`src/rtl/ixu_encode.sv`:
```
// IXU re-encoder: decoded integer-ALU ops back to RV32I R/I-type words,
// buffered in a small FIFO and issued to the bundle's IXU slot.
module ixu_encode #(
  parameter int DEPTH = 4,
  parameter int CNT_W = 16
) (
  input  logic             clk,
  input  logic             rst_n,
  input  logic             in_valid,
  output logic             in_ready,
  input  logic [3:0]       in_op,
  input  logic             in_is_imm,
  input  logic [4:0]       in_rd,
  input  logic [4:0]       in_rs1,
  input  logic [4:0]       in_rs2,
  input  logic [11:0]      in_imm,
  input  logic             flush,
  output logic             out_valid,
  input  logic             out_ready,
  output logic [31:0]      out_inst,
  output logic             err_invalid,
  output logic [CNT_W-1:0] err_count
);

  localparam int PW = $clog2(DEPTH);
  localparam int CW = PW + 1;

  localparam logic [6:0] OPC_R = 7'b0110011;
  localparam logic [6:0] OPC_I = 7'b0010011;

  logic [31:0]   mem [DEPTH];
  logic [PW-1:0] wr_ptr;
  logic [PW-1:0] rd_ptr;
  logic [CW-1:0] count;

  logic        full;
  logic        accept;
  logic        op_ok;
  logic        is_shift;
  logic [2:0]  funct3;
  logic [6:0]  funct7;
  logic [31:0] enc;
  logic        push;
  logic        pop;

  always_comb begin
    funct3   = 3'd0;
    op_ok    = 1'b1;
    is_shift = 1'b0;
    unique case (in_op)
      4'd0: funct3 = 3'd0;
      4'd1: begin
        funct3 = 3'd0;
        op_ok  = !in_is_imm;
      end
      4'd2: funct3 = 3'd4;
      4'd3: funct3 = 3'd6;
      4'd4: funct3 = 3'd7;
      4'd5: begin
        funct3   = 3'd1;
        is_shift = 1'b1;
      end
      4'd6: begin
        funct3   = 3'd5;
        is_shift = 1'b1;
      end
      4'd7: begin
        funct3   = 3'd5;
        is_shift = 1'b1;
      end
      4'd8: funct3 = 3'd2;
      4'd9: funct3 = 3'd3;
      default: op_ok = 1'b0;
    endcase
  end

  assign funct7 = (in_op == 4'd1 || in_op == 4'd7)
                ? 7'h20 : 7'h00;

  always_comb begin
    enc = 32'h0;
    if (!in_is_imm)
      enc = {funct7, in_rs2, in_rs1, funct3, in_rd, OPC_R};
    else if (is_shift)
      enc = {funct7, in_imm[4:0], in_rs1, funct3, in_rd, OPC_I};
    else
      enc = {in_imm, in_rs1, funct3, in_rd, OPC_I};
  end

  assign full      = (count == CW'(DEPTH));
  assign in_ready  = !full;
  assign out_valid = (count != '0);
  assign out_inst  = out_valid ? mem[rd_ptr] : 32'h0;

  assign accept = in_valid && in_ready;
  // flush wins over a same-cycle push or pop
  assign push   = accept && op_ok && !flush;
  assign pop    = out_valid && out_ready && !flush;

  always_ff @(posedge clk) begin
    if (push)
      mem[wr_ptr] <= enc;
  end

  always_ff @(posedge clk) begin
    if (!rst_n) begin
      wr_ptr <= '0;
      rd_ptr <= '0;
      count  <= '0;
    end else if (flush) begin
      wr_ptr <= '0;
      rd_ptr <= '0;
      count  <= '0;
    end else begin
      if (push)
        wr_ptr <= wr_ptr + 1'b1;
      if (pop)
        rd_ptr <= rd_ptr + 1'b1;
      if (push && !pop)
        count <= count + 1'b1;
      else if (pop && !push)
        count <= count - 1'b1;
    end
  end

  always_ff @(posedge clk) begin
    if (!rst_n) begin
      err_invalid <= 1'b0;
      err_count   <= '0;
    end else begin
      err_invalid <= accept && !op_ok;
      if (accept && !op_ok && err_count != '1)
        err_count <= err_count + 1'b1;
    end
  end

endmodule

```
`config.mk`:
```
export PLATFORM = sky130hd
export DESIGN_NAME = ixu_encode
export DESIGN_NICKNAME = d
export VERILOG_FILES = /design/src/rtl/ixu_encode.sv
export SDC_FILE = /design/constraint.sdc
export NUM_CORES = 1
export LEC_CHECK = 0
export BUFFER_PORTS_ARGS = -buffer_cell sky130_fd_sc_hd__buf_2
export CELL_PAD_IN_SITES_DETAIL_PLACEMENT = 0
export CELL_PAD_IN_SITES_GLOBAL_PLACEMENT = 1
export CORE_AREA = 2 2 116 118
export CTS_CLUSTER_SIZE = 16
export DETAILED_ROUTE_END_ITERATION = 8
export DIE_AREA = 0 0 118 120
export GPL_ROUTABILITY_DRIVEN = 0
export PLACE_DENSITY = 0.76
export SLEW_MARGIN = 20
export SYNTH_ARGS = -nofsm -noshare
export SYNTH_HDL_FRONTEND = slang
export SYNTH_SLANG_ARGS = --single-unit
```
`constraint.sdc`:
```
create_clock -name clk -period 2.81 [get_ports clk]
set_input_delay 0.1405 -clock clk [delete_from_list [all_inputs] [get_ports clk]]
set_output_delay 0.1405 -clock clk [all_outputs]
set_load 0.02 [all_outputs]
```
== Yosys cells after proc, flatten, opt, wreduce, memory -nomap -nowiden ==
Memories as Yosys holds them, arrays and structs flattened. A register that Yosys moved wholly into a read port is not among the register bits.
Index checks and enable logic that the tools add are counted.

* Add/sub/neg operators: 5
* Eq/ne operators: 11
* Muxes and demuxes: 13
* Bitwise logic cells: 1
* Reductions and logical operators: 23

{| class="wikitable"
|+ Operator list
! operator !! number
|-
| $mux W32 || 3
|-
| $pmux W3 S7 || 1
|-
| $add A16 B1 Y16 const B || 1
|-
| $eq A4 B3 Y1 const B || 4
|-
| $ne A16 B16 Y1 const B || 1
|-
| $logic_and A1 B1 Y1 || 9
|-
| $reduce_or A9 Y1 || 1
|-
| $eq A4 B2 Y1 const B || 2
|-
| $eq A4 B4 Y1 const B || 2
|-
| $logic_not A1 Y1 || 6
|-
| $mux W3 || 2
|-
| $mux W6 || 1
|-
| $add A2 B1 Y2 const B || 2
|-
| $eq A4 B1 Y1 const B || 1
|-
| $logic_not A4 Y1 || 1
|-
| $mux W2 || 2
|-
| $reduce_or A2 Y1 || 2
|-
| $add A3 B1 Y3 const B || 1
|-
| $eq A3 B3 Y1 const B || 1
|-
| $mux W1 || 3
|-
| $reduce_bool A3 Y1 || 1
|-
| $reduce_or A3 Y1 || 1
|-
| $sub A3 B1 Y3 const B || 1
|-
| $pmux W1 S2 || 1
|-
| other kinds (3) || 3
|}

* Bits in registers: 24
* Memory bits (writable): 128
* Input bits: 37
* Output and inout bits: 51
* Memories kept: 1

{| class="wikitable"
|+ Memory list
! name !! depth !! width !! read ports !! clocked after Yosys merged registers in !! write ports !! line !! source
|-
| mem || 4 || 32 || 1 || 1 || 1 || 31 || <nowiki>logic [31:0] mem [DEPTH];</nowiki>
|}

== Logic depth before layout (Yosys ltp) ==
* Word-level depth: 9
* Depth in mapped cells: 10
* Depth with buffers taken out: 9

== Worst setup path after synthesis ==
Ideal clock, no wire load.

* Path type: register -> register
* Start point: reg count[0]
* End point: reg count[2]
* Setup time: 70 ps
* Arrival: 2352 ps
* Required time: 2740 ps
* Path slack: 388 ps
* Stages on the path, launching flop included: 10
* Period minus slack after synthesis: 2422 ps
* Cells stage by stage: dfxtp_1 -> or3b_2 -> and2_1 -> nor3b_2 -> ha_1 -> inv_1 -> fa_1 -> xor2_1 -> or3_1 -> a21oi_1

* Longest elaborated chain between the ends: 8
* Elaborated cells between the ends (all ways): 17
* Classes of those cells: 2 x add/sub; 1 x eq/ne; 2 x mux; 12 x reduce/logical

{| class="wikitable"
|+ RTL lines
! what !! line !! source
|-
| from (decl) || 34 || <nowiki>logic [CW-1:0] count;</nowiki>
|-
| from (signal assigned) || 120 || <nowiki>count <= count + 1'b1;</nowiki>
|-
| from (signal assigned) || 122 || <nowiki>count <= count - 1'b1;</nowiki>
|-
| $eq A3 B3 Y1 * || 90 || <nowiki>assign full = (count == CW'(DEPTH));</nowiki>
|-
| $logic_not A1 Y1 * || 91 || <nowiki>assign in_ready = !full;</nowiki>
|-
| net in_ready || 10 || <nowiki>output logic in_ready,</nowiki>
|-
| $logic_and A1 B1 Y1 * || 95 || <nowiki>assign accept = in_valid && in_ready;</nowiki>
|-
| $logic_and A1 B1 Y1 * (2 in a row) || 97 || <nowiki>assign push = accept && op_ok && !flush;</nowiki>
|-
| net push || 43 || <nowiki>logic push;</nowiki>
|-
| $logic_not A1 Y1 || 121 || <nowiki>else if (pop && !push)</nowiki>
|-
| $logic_and A1 B1 Y1 || 121 ||
|-
| $reduce_bool A2 Y1 (no line) || - ||
|}

The timed path passes the listed nets; every way through them passes the cells marked *. The select of a mux whose other input is x is not followed.
A chain may end at the register's enable or synchronous reset.

== Worst setup path in the final report ==
* Start point: reg count[0]
* End point: reg count[2]

* Longest elaborated chain between the ends: 8
* Elaborated cells between the ends (all ways): 17
* Classes of those cells: 2 x add/sub; 1 x eq/ne; 2 x mux; 12 x reduce/logical

{| class="wikitable"
|+ RTL lines
! what !! line
|-
| $eq A3 B3 Y1 * || 90
|-
| $logic_not A1 Y1 * || 91
|-
| $logic_and A1 B1 Y1 * || 95
|-
| $logic_and A1 B1 Y1 * (2 in a row) || 97
|-
| net push || 43
|-
| $logic_not A1 Y1 || 121
|-
| $logic_and A1 B1 Y1 || 121
|-
| $reduce_bool A2 Y1 (no line) || -
|}

Marked as above.

==> impl_metrics.ini <==
[power]
seqPwrFrac = 0.485
p_switching_mw = 0.942
share_comb_of_total_power = 0.063
switching_share = 0.216
peakVddDrop_mv = 0.336
power.share.clock = 0.452
p_leak_nw = 2.44
p_int_mw = 3.42
p_per_area_nw_per_um2 = 647

[timing]
rsz0062_at_grt = no
setup-tns-final_ns = 0
slew_headroom = 0.605
fmax_mhz = 384
slew_viol_final = 0
period_needed_ns = 2.61
clock_skew_ns = 0.00649
final_hold_viol_count = 0
period_share = 0.928
setup_viol_count_final = 0
holdWs_ns = 0.0370
worst_slew_pin_slew_ns = 0.590
worst_slack_ns = 0.203

[logic_synthesis]
synthAdderAreaFrac = 0.0173
synth-main-ff-cell = edfxtp_1
synth_mux_area_frac = 0.122
syn_inst = 353
synth_compound_gate_area_share = 0.0468
yosysSeqAreaShare = 0.664
synth_top_area_frac = 0.569
synth-edff-count = 104
yosys_register_bits = 130
yosys.area_share.simple = 0.109
synth.distinct_cells = 41
yosys.area.top_type = edfxtp_1
yosysWarnings = 0
avgSynthCellArea_um2 = 15.5
synthTopCellsByArea = edfxtp_1, mux4_2, dfxtp_1
async_flop_share = 0
yosys.area_share.xor_xnor = 0.00958
synth_area_um2 = 5490
synth_top_family_by_area = multiplexers

[drt]
drcViolationCount = 0
postRouteAntennaNets = 0
wirelength_mm = 10.4
drtIter0Drc = 194
vias = 3268
firstDrtPassIters = 4
post_drt_wl_per_cell_um = 16.1
via_per_inst = 5.07

[finish]
final_cell_mix = edfxtp_1, buf_2, and2_1
regArea_um2 = 3640
nFillCells = 1135
antenna_cells = 0
final_nets = 499
layout_commonest_cell = edfxtp_1
drive_gt1_frac = 0.346
area.growth.synth_to_final_pct = 23.0
final_area_um2 = 6750
multi_input_area_um2 = 1690

[placement]
io_buffers = 84
pre_cts_ws_ns = 0.194
place.detailed.hpwl_mm = 6.84
placed_area_um2 = 6100

[die]
die_h_um = 120
rows = 42
initial_core_util = 0.423
coreArea_um2 = 13000
io_pins = 88
die_x_um = 118
die_area_um2 = 14200

[cts]
worstSkewPairLatency_ns = 0.41
hold_buffers = 10
root_buffer = clkbuf_16
cts_buffers = 17
clk_path_buf_depth = 2
path_clk_slew_ns = 0.05
ctsResizeCount = 0
clock-sinks = 130
postCtsSetupRepairBufs = 0
cts_htree_levels = 4
cts_tree = built

[grt]
antenna_found_initial = 2
grt-ovfl-total = 0
grt_usage = 0.157
grt_pass1_vias = 3379
grt_pass1_wl_mm = 16.9
grt_max_degree = 31

[job]
cap_violations = 0

[critical_path]
critical_path_class = reg -> reg
worstPathRequired_ns = 3.15
cp_max_fo = 7
start_kind = flop
end_kind = flop
rrSetupSlack_ns = 0.20
arrival_ns = 2.94

[hold_path]
min_path_type = in -> reg

[run_status]
status = complete, no violations
## power groups by stage
stage	Clock (mW)	Sequential, mW	Combinational, mW
6_report	1.97	2.12	0.273
5_1_grt	2.11	2.12	0.300
4_1_cts	2.03	2.12	0.279
3_5_place_dp	0	2.16	0.267
3_3_place_gp	0	2.15	0.260
2_1_floorplan	0	2.16	0.175
## per-layer routing
metal	vias to the layer above	GRT usage	share of wire
li1	1538	-	-
met1	1625	0.194	0.43
met2	87	0.262	0.50
met3	16	0.0504	0.051
met4	2	0.0565	0.014
met5	-	0	0.00077
## layout make-up
cell class,count,share of cell area
Timing Repair Buffer,104,0.0920
Tap cell,176,0.0326
Clock inverter,15,0.0176
Multi-Input combinational cell,194,0.250
Inverter,8,0.00482
Clock buffer,17,0.0630
Sequential cell,130,0.540
## registers in the layout (all words and copies together), names as in the netlist, named ones only
name / cells
rd_ptr: 2
mem: 104
count: 3
err_invalid: 1
wr_ptr: 2
err_count: 16
## through the flow
step / total power, mW / utilization / instances
3_5_place_dp: 2.42 / 0.470 / 602
6_report: 4.36 / 0.520 / 644
3_3_place_gp: 2.41 / 0.470 / 602
2_1_floorplan: 2.33 / - / 355
4_1_cts: 4.42 / 0.520 / 644
5_1_grt: 4.53 / 0.520 / 644
## cells by family (layout without fill, tap and decap cells)
group | after synthesis | after routing
buffers and inverters | 31 | 144
other | 1 | 3
AOI/OAI and AO/OA | 41 | 41
adders and majority gates | 7 | 7
and+or+nand+nor | 103 | 103
DFF | 130 | 130
muxes | 34 | 34
xor gates and xnor gates | 6 | 6
## Yosys cell counts, drive strengths merged, types with 4 or more instances
library cell  number
nand4              4
a21oi             15
buf               15
or3               12
xor2               4
edfxtp           104
nor2              13
and2              38
mux2               5
inv                8
nand3              8
o31ai              4
dfxtp             26
mux4              26
nand2b             6
clkbuf             8
nand2              9
o21ai             15
ha                 6
## critical path, cell delays in order, from the launching register on
cell and delay [ns]:
dfxtp_1 0.40, or3b_2 0.16, and2_1 0.22, nor3b_2 0.44
ha_1 0.27, inv_1 0.06, fa_1 0.38, xor2_1 0.16
or3_1 0.31, a21oi_1 0.14
## final timing paths
path	startpoint	cells past startpoint	endpoint
min reg2reg	err_count[8]$_SDFFE_PN0P_	2	err_count[8]$_SDFFE_PN0P_
max	count[0]$_SDFFE_PP0P_	9	count[2]$_SDFFE_PP0P_
min	rst_n	2	err_count[12]$_SDFFE_PN0P_
max reg2reg	count[0]$_SDFFE_PP0P_	9	count[2]$_SDFFE_PP0P_
Power figures use the tool's default switching activity.
